### src/rtl/pipe_stage_sequencer.sv
// Stage-index sequencer feeding the one-hot stage decoder: sweeps sel through NUM_STAGES
// stages, HOLD_CYCLES clocks each, freezing on halt. Optional abort input under `SEQ_ABORT_EN.
module pipe_stage_sequencer #(
    parameter int NUM_STAGES  = 8,
    parameter int HOLD_CYCLES = 1
) (
    input  logic       clk,
    input  logic       rst_n,
    input  logic       start,
    input  logic       halt,
`ifdef SEQ_ABORT_EN
    input  logic       abort,
`endif
    output logic [2:0] sel,
    output logic       en,
    output logic       busy,
    output logic       done
);

    localparam logic [2:0] LAST_SEL   = 3'(NUM_STAGES - 1);
    localparam logic [3:0] LAST_DWELL = 4'(HOLD_CYCLES - 1);

    typedef enum logic [1:0] {
        IDLE   = 2'd0,
        RUN    = 2'd1,
        FREEZE = 2'd2
    } state_t;

    state_t     state, state_next;
    logic [2:0] sel_next;
    logic [3:0] dwell, dwell_next;
    logic       en_next, busy_next, done_next;
    logic       abort_req;

`ifdef SEQ_ABORT_EN
    assign abort_req = abort;
`else
    assign abort_req = 1'b0;
`endif

    // Next-state logic; abort outranks halt, and halt outranks stage advance and completion.
    always_comb begin
        state_next = state;
        sel_next   = sel;
        dwell_next = dwell;
        en_next    = en;
        busy_next  = busy;
        done_next  = 1'b0;
        case (state)
            IDLE: begin
                en_next   = 1'b0;
                busy_next = 1'b0;
                sel_next  = 3'd0;
                if (start) begin
                    sel_next   = 3'd0;
                    dwell_next = 4'd0;
                    busy_next  = 1'b1;
                    if (halt) begin
                        state_next = FREEZE;
                        en_next    = 1'b0;
                    end else begin
                        state_next = RUN;
                        en_next    = 1'b1;
                    end
                end
            end
            RUN: begin
                if (abort_req) begin
                    state_next = IDLE;
                    sel_next   = 3'd0;
                    dwell_next = 4'd0;
                    en_next    = 1'b0;
                    busy_next  = 1'b0;
                end else if (halt) begin
                    state_next = FREEZE;
                    en_next    = 1'b0;
                end else if (dwell == LAST_DWELL) begin
                    dwell_next = 4'd0;
                    if (sel == LAST_SEL) begin
                        state_next = IDLE;
                        sel_next   = 3'd0;
                        en_next    = 1'b0;
                        busy_next  = 1'b0;
                        done_next  = 1'b1;
                    end else begin
                        sel_next = sel + 3'd1;
                    end
                end else begin
                    dwell_next = dwell + 4'd1;
                end
            end
            FREEZE: begin
                if (abort_req) begin
                    state_next = IDLE;
                    sel_next   = 3'd0;
                    dwell_next = 4'd0;
                    en_next    = 1'b0;
                    busy_next  = 1'b0;
                end else if (!halt) begin
                    // Resume without counting this edge, so the held dwell progress is kept.
                    state_next = RUN;
                    en_next    = 1'b1;
                end
            end
            default: begin
                state_next = IDLE;
                sel_next   = 3'd0;
                dwell_next = 4'd0;
                en_next    = 1'b0;
                busy_next  = 1'b0;
            end
        endcase
    end

    always_ff @(posedge clk or negedge rst_n) begin
        if (!rst_n) begin
            state <= IDLE;
            sel   <= 3'd0;
            dwell <= 4'd0;
            en    <= 1'b0;
            busy  <= 1'b0;
            done  <= 1'b0;
        end else begin
            state <= state_next;
            sel   <= sel_next;
            dwell <= dwell_next;
            en    <= en_next;
            busy  <= busy_next;
            done  <= done_next;
        end
    end

endmodule

### config.mk
export PLATFORM = sky130hd
export DESIGN_NAME = pipe_stage_sequencer
export DESIGN_NICKNAME = d
export VERILOG_FILES = /design/src/rtl/pipe_stage_sequencer.sv
export SDC_FILE = /design/constraint.sdc
export NUM_CORES = 1
export LEC_CHECK = 0
export BUFFER_PORTS_ARGS = -buffer_cell sky130_fd_sc_hd__buf_2
export CORE_MARGIN = 2
export CORE_UTILIZATION = 53
export CTS_CLUSTER_DIAMETER = 50
export CTS_CLUSTER_SIZE = 16
export DETAILED_ROUTE_END_ITERATION = 12
export PLACE_DENSITY = 0.8
export SYNTH_ARGS = -nofsm -noshare
export SYNTH_HDL_FRONTEND = slang
export SYNTH_SLANG_ARGS = --single-unit
### constraint.sdc
create_clock -name clk -period 2.34 [get_ports clk]
set_clock_uncertainty 0.1 [all_clocks]
set_input_delay 0.117 -clock clk [delete_from_list [all_inputs] [get_ports clk]]
set_output_delay 0.117 -clock clk [all_outputs]
set_load 0.1 [all_outputs]
# After elaboration in Yosys (flattened, before gate mapping)
# Cells that the tools add are included.
[totals]
reg_bits = 12
output_inout_bits = 6
[op_classes]
n_eq_ne = 10
bitwise = 1
addsub = 2
reduce_logical = 7
n_mux = 29
[ops]
columns = ["operator", "count"]
rows = [
  ["$mux W1", 12],
  ["$mux W2", 6],
  ["$mux W4", 3],
  ["$pmux W4 S3", 1],
  ["$ne A2 B2 Y1 const B", 5],
  ["$mux W3", 3],
  ["$reduce_and A3 Y1", 3],
  ["$reduce_and A4 Y1", 2],
  ["$ne A3 B3 Y1 const B", 2],
  ["$pmux W1 S3", 2],
  ["$pmux W2 S3", 1],
  ["$pmux W3 S2", 1],
  ["$add A4 B1 Y4 const B", 1],
  ["$logic_not A4 Y1", 1],
  ["$add A3 B1 Y3 const B", 1],
  ["$eq A3 B3 Y1 const B", 1],
  ["$eq A2 B1 Y1 const B", 1],
  ["$eq A2 B2 Y1 const B", 1],
  ["$logic_not A2 Y1", 1],
  ["$not A1 Y1", 1],
]

# Longest topological paths before layout
[depth]
ltp_word = 5
ltp_mapped = 5
ltp_nobuf = 5

# Worst setup path before layout
# No wires, ideal clock.
[synth_path]
path_type = "register to register"
start = "register sel[0]"
end = "register sel[0]"
path_buffers = 0
period_less_slack_ns = 2.078
setup_time_ns = 0.072
arrival_ns = 1.906
stages_incl_launch_ff = 5
required_ns = 2.168
slack_ns = 0.262
cell_sequence = "dfrtp_1 > ha_1 > ha_1 > or4_1 > nand3_1"
[synth_via]
elab_chain_cells = 5
word_cells_on_any_way = 6
[synth_rtl]
columns = ["item", "line_no", "text"]
rows = [
  ["start, declared", "14", "output logic [2:0] sel,"],
  ["start signal, assigned", "125", "sel <= sel_next;"],
  ["$add A3 B1 Y3 / $eq A3 B3 Y1 (equally long branches)", "86, 79", ""],
  ["$mux W3 *", "79", "if (sel == LAST_SEL) begin"],
  ["$mux W3 *", "77", "end else if (dwell == LAST_DWELL) begin"],
  ["$mux W3 *", "74", "end else if (halt) begin"],
  ["$pmux W3 S2 *", "49", "case (state)"],
]
# Mark *: on every way between the ends. The rest lies on a longest branch, timed or not. The select of a mux whose other input is x is not followed.
# A chain may end at the register's enable or synchronous reset.

# Worst setup path in the final report
[layout_path]
start = "register dwell[0]"
end = "register sel[0]"
[layout_via]
elab_chain_cells = 3
[layout_rtl]
columns = ["item", "line_no", "text"]
rows = [
  ["start, declared", "31", "logic [3:0] dwell, dwell_next;"],
  ["start signal, assigned", "126", "dwell <= dwell_next;"],
  ["$logic_not A4 Y1", "77", ""],
  ["$ne A2 B2 Y1 (no line)", "--", ""],
  ["$reduce_and A3 Y1 (no line)", "--", ""],
]
# Every way passes these cells.

==> summary.md <==
| Metric | Value |
|---|---|
| Minimum clock period | 1.87 ns |
| RSZ-0062 raised after global routing | no |
| GR Util All Layers | 0.237 |
| Yosys reg bits | 12 |
| DRC viols | 0 |
| Routability congestion estimate | 0.733 |
| Status | complete, no violations |
| CTS max path bufs | 2 |
| Post-synth net total | 79 |
| Hold Violations, Final | 0 |
| Hold Crit Endpoint | state[0]$_DFFE_PN0P_ |
| CTS root buffer | clkbuf_4 |
| Post-synth EDFFs | 0 |
| Initial core utilization | 0.594 |
| Detailed-route wire length | roughly 1.5 mm |
| Later-pin clock latency in the skew report | around 0.27 ns |
| ANT cells | 0 |
| Synth top cells by count | dfrtp_1, nand3_1, nor2_1, nor2b_1 |
| HPWL Detailed | 1.07 mm |
| Synth-to-Final Area Change | 11.7% |
| Min-delay worst type | input port to flop |
| Comb power frac | 0.341 |
| Post-synth top area cell | dfrtp_1 |
| Share of cells above drive strength 1 | 0.188 |
| Post-Syn Instances | 71 |
| Switching Share | 0.425 |
| Synth top area cells | dfrtp_1, ha_1, nand3_1, nor2b_1, mux2i_1 |
| YS warnings | 0 |
| Global route overflow | 0 |
| Crit Path Class | flop to flop |
| Sw power | roughly 240 µW |
| Final Setup Violations | 0 |
| Chip Height | ~40 µm |
| Type of origin of the critical path | flop |
| Die Area | 1600 µm² |
| Clock Power Share | 0.211 |
| DRT Pass-1 Iters | 4 |
| Mean Syn Cell Area | 9.67 µm² |
| Vias per Instance | 6.15 |
| DRT antenna net count | 0 |
| Post-DP Area | 734 µm² |
| PD cells | 746 nW/µm² |
| Gates resized, CTS repair | 0 |
| CTS tree | built |
| CP max FO | 5 |
| Hold wc startpoint | halt |
| R2r endpoint | sel[0]$_DFFE_PN0P_ |
| Pint | 329 µW |
| Main synth FF type | dfrtp_1 |
| Site Rows | 12 |
| Initial antenna violation count | 0 |
| 1st-iter DRT viols | 20 |
| Core box area | 1160 µm² |
| Final Cycle Share | 0.798 |
| Worst EP required | 2.45 ns |
| Largest net degree at the start of global routing | 14 |
| Vias in the first global route | 556 |
| Crit path DAT | about 2 ns |
| Num ports | 10 |
| Seq/Total Area, Yosys | 0.437 |
| Fraction of registers with async set or reset after synthesis | 1.00 |
| Max Slew Vio Count | 0 |
| DR vias | 578 |
| Synth top area share | 0.437 |
| Slew margin rel. | 0.592 |
| Fmax | 535 MHz |
| First-pass GRT wire length | 2.42 mm |
| Reg2Reg Setup Slack | about 0.47 ns |
| Port bufs | 9 |
| Hold path depth | 2 |
| Syn Std Cell Area | 687 µm² |
| Nets | 90 |
| P_leak | 0.389 nW |
| Worst-margin pin slew | 0.604 ns |
| H-Tree Depth | 1 |
| Clock Pin Slew Worst Setup and Hold Paths | 0.07 ns |
| Worst vdd ir | 0.000387 V |
| Depth of the most critical reg-to-reg path | 5 |
| Cts bufs inserted | 3 |
| Post-Route Setup TNS | 0 ns |
| Sink Count | 12 |
| Yosys cell types | 29 |
| Max Cap Viol | 0 |
| Avg WL per Cell | ~16 µm |
| Sequential share of power | 0.448 |
| Worst r2r src | dwell[0]$_DFFE_PN0P_ |
| Final Cell Area | 767 µm² |
| Die Wd | 40 µm |
| Most frequent cell after synthesis | dfrtp_1 |
| Crit path capture type | flop |
==> layout by cell type (no fill, tap or decap) <==
cell type / count
a2111oi_0: 1
a21o_1: 2
a21oi_1: 2
a31o_2: 1
and2_1: 1
and2b_2: 1
and3_1: 1
and4b_1: 1
buf_2: 9
clkbuf_4: 3
dfrtp_1: 12
dlygate4sd3_1: 1
ha_1: 4
inv_1: 2
mux2i_1: 2
nand2_1: 4
nand2b_1: 2
nand3_1: 8
nand3b_1: 1
nor2_1: 5
nor2b_1: 5
nor4b_1: 2
o21ai_0: 1
o221a_2: 1
o22ai_1: 2
o2bb2ai_1: 1
o31ai_1: 1
o32ai_1: 1
or3_1: 1
or4_1: 1
or4b_1: 1
==> cell families (layout without fill, tap and decap cells) <==
kind of cell | after synthesis | after routing | share of synthesized area
flops | 12 | 12 | 0.437
mux | 2 | 2 | 0.0291
compound gates | 13 | 13 | 0.140
simple gates | 34 | 34 | 0.288
fa+ha+maj | 4 | 4 | 0.0729
buf+inv | 6 | 15 | 0.0328
==> state kept, by name (all words and copies together), names as in the netlist <==
name,cells
done,1
state,2
dwell,4
sel,3
en,1
busy,1
==> power groups by stage <==
| stage | Combinational, mW | Clock [mW] | Sequential [mW] |
|---|---|---|---|
| after CTS | 0.194 | 0.127 | 0.254 |
| after global placement | 0.189 | 0 | 0.255 |
| after floorplan | 0.0685 | 0 | 0.343 |
| after detailed placement | 0.193 | 0 | 0.258 |
| after global routing | 0.207 | 0.135 | 0.258 |
| final | 0.195 | 0.121 | 0.256 |
==> per-stage QoR <==
step                std cells  setup slack (ns)  power [mW]  hold slack [ns]   util
floorplan                  71             0.262       0.412           -0.279      -
global placement           90             0.539       0.444          -0.0942  0.635
detailed placement         90             0.490       0.451          -0.0945  0.635
CTS                        94             0.475       0.576            0.101  0.663
global route               94             0.385       0.599            0.123  0.663
finish                     94             0.472       0.572            0.107  0.663
==> worst max-delay path, stage by stage (launching register included) <==
cell     delay (ns)
dfrtp_1        0.42
inv_1          0.08
ha_1           0.20
or4b_1         0.51
or4_1          0.41
nand3_1        0.09
==> metal layers <==
layer	GRT usage	wire (µm)	vias up
met3	0.100	69	2
met1	0.243	654	286
met4	0.0776	14	0
met2	0.427	744	12
met5	0	0	-
li1	-	-	278
==> repair_timing <==
action | CTS | global route
buffers inserted | 0 | 0
endpoints found under the setup margin | 0 | 0
hold buffers | 1 | 0
endpoints found under the hold margin | 12 | 0
==> worst max-delay path by stage <==
stage,to,from,slack (ns),cells past startpoint
final,sel[0]$_DFFE_PN0P_,dwell[0]$_DFFE_PN0P_,0.47,5
after floorplan,sel[0]$_DFFE_PN0P_,sel[0]$_DFFE_PN0P_,0.26,4
after global placement,sel[0]$_DFFE_PN0P_,dwell[0]$_DFFE_PN0P_,0.54,5
after global routing,sel[0]$_DFFE_PN0P_,dwell[1]$_DFFE_PN0P_,0.38,5
after detailed placement,sel[0]$_DFFE_PN0P_,dwell[0]$_DFFE_PN0P_,0.49,5
after CTS,sel[0]$_DFFE_PN0P_,dwell[0]$_DFFE_PN0P_,0.48,5
==> final cells by class <==
type / count / area (µm²)
sequential: 12 / 300
multi-input combinational: 53 / 364
inverter: 2 / 7.51
clock buffer: 3 / 22.5
tap: 14 / 17.5
timing repair buffer: 10 / 55.1
fill: 98 / 389
Note: power is estimated with default switching activity, not from simulation.
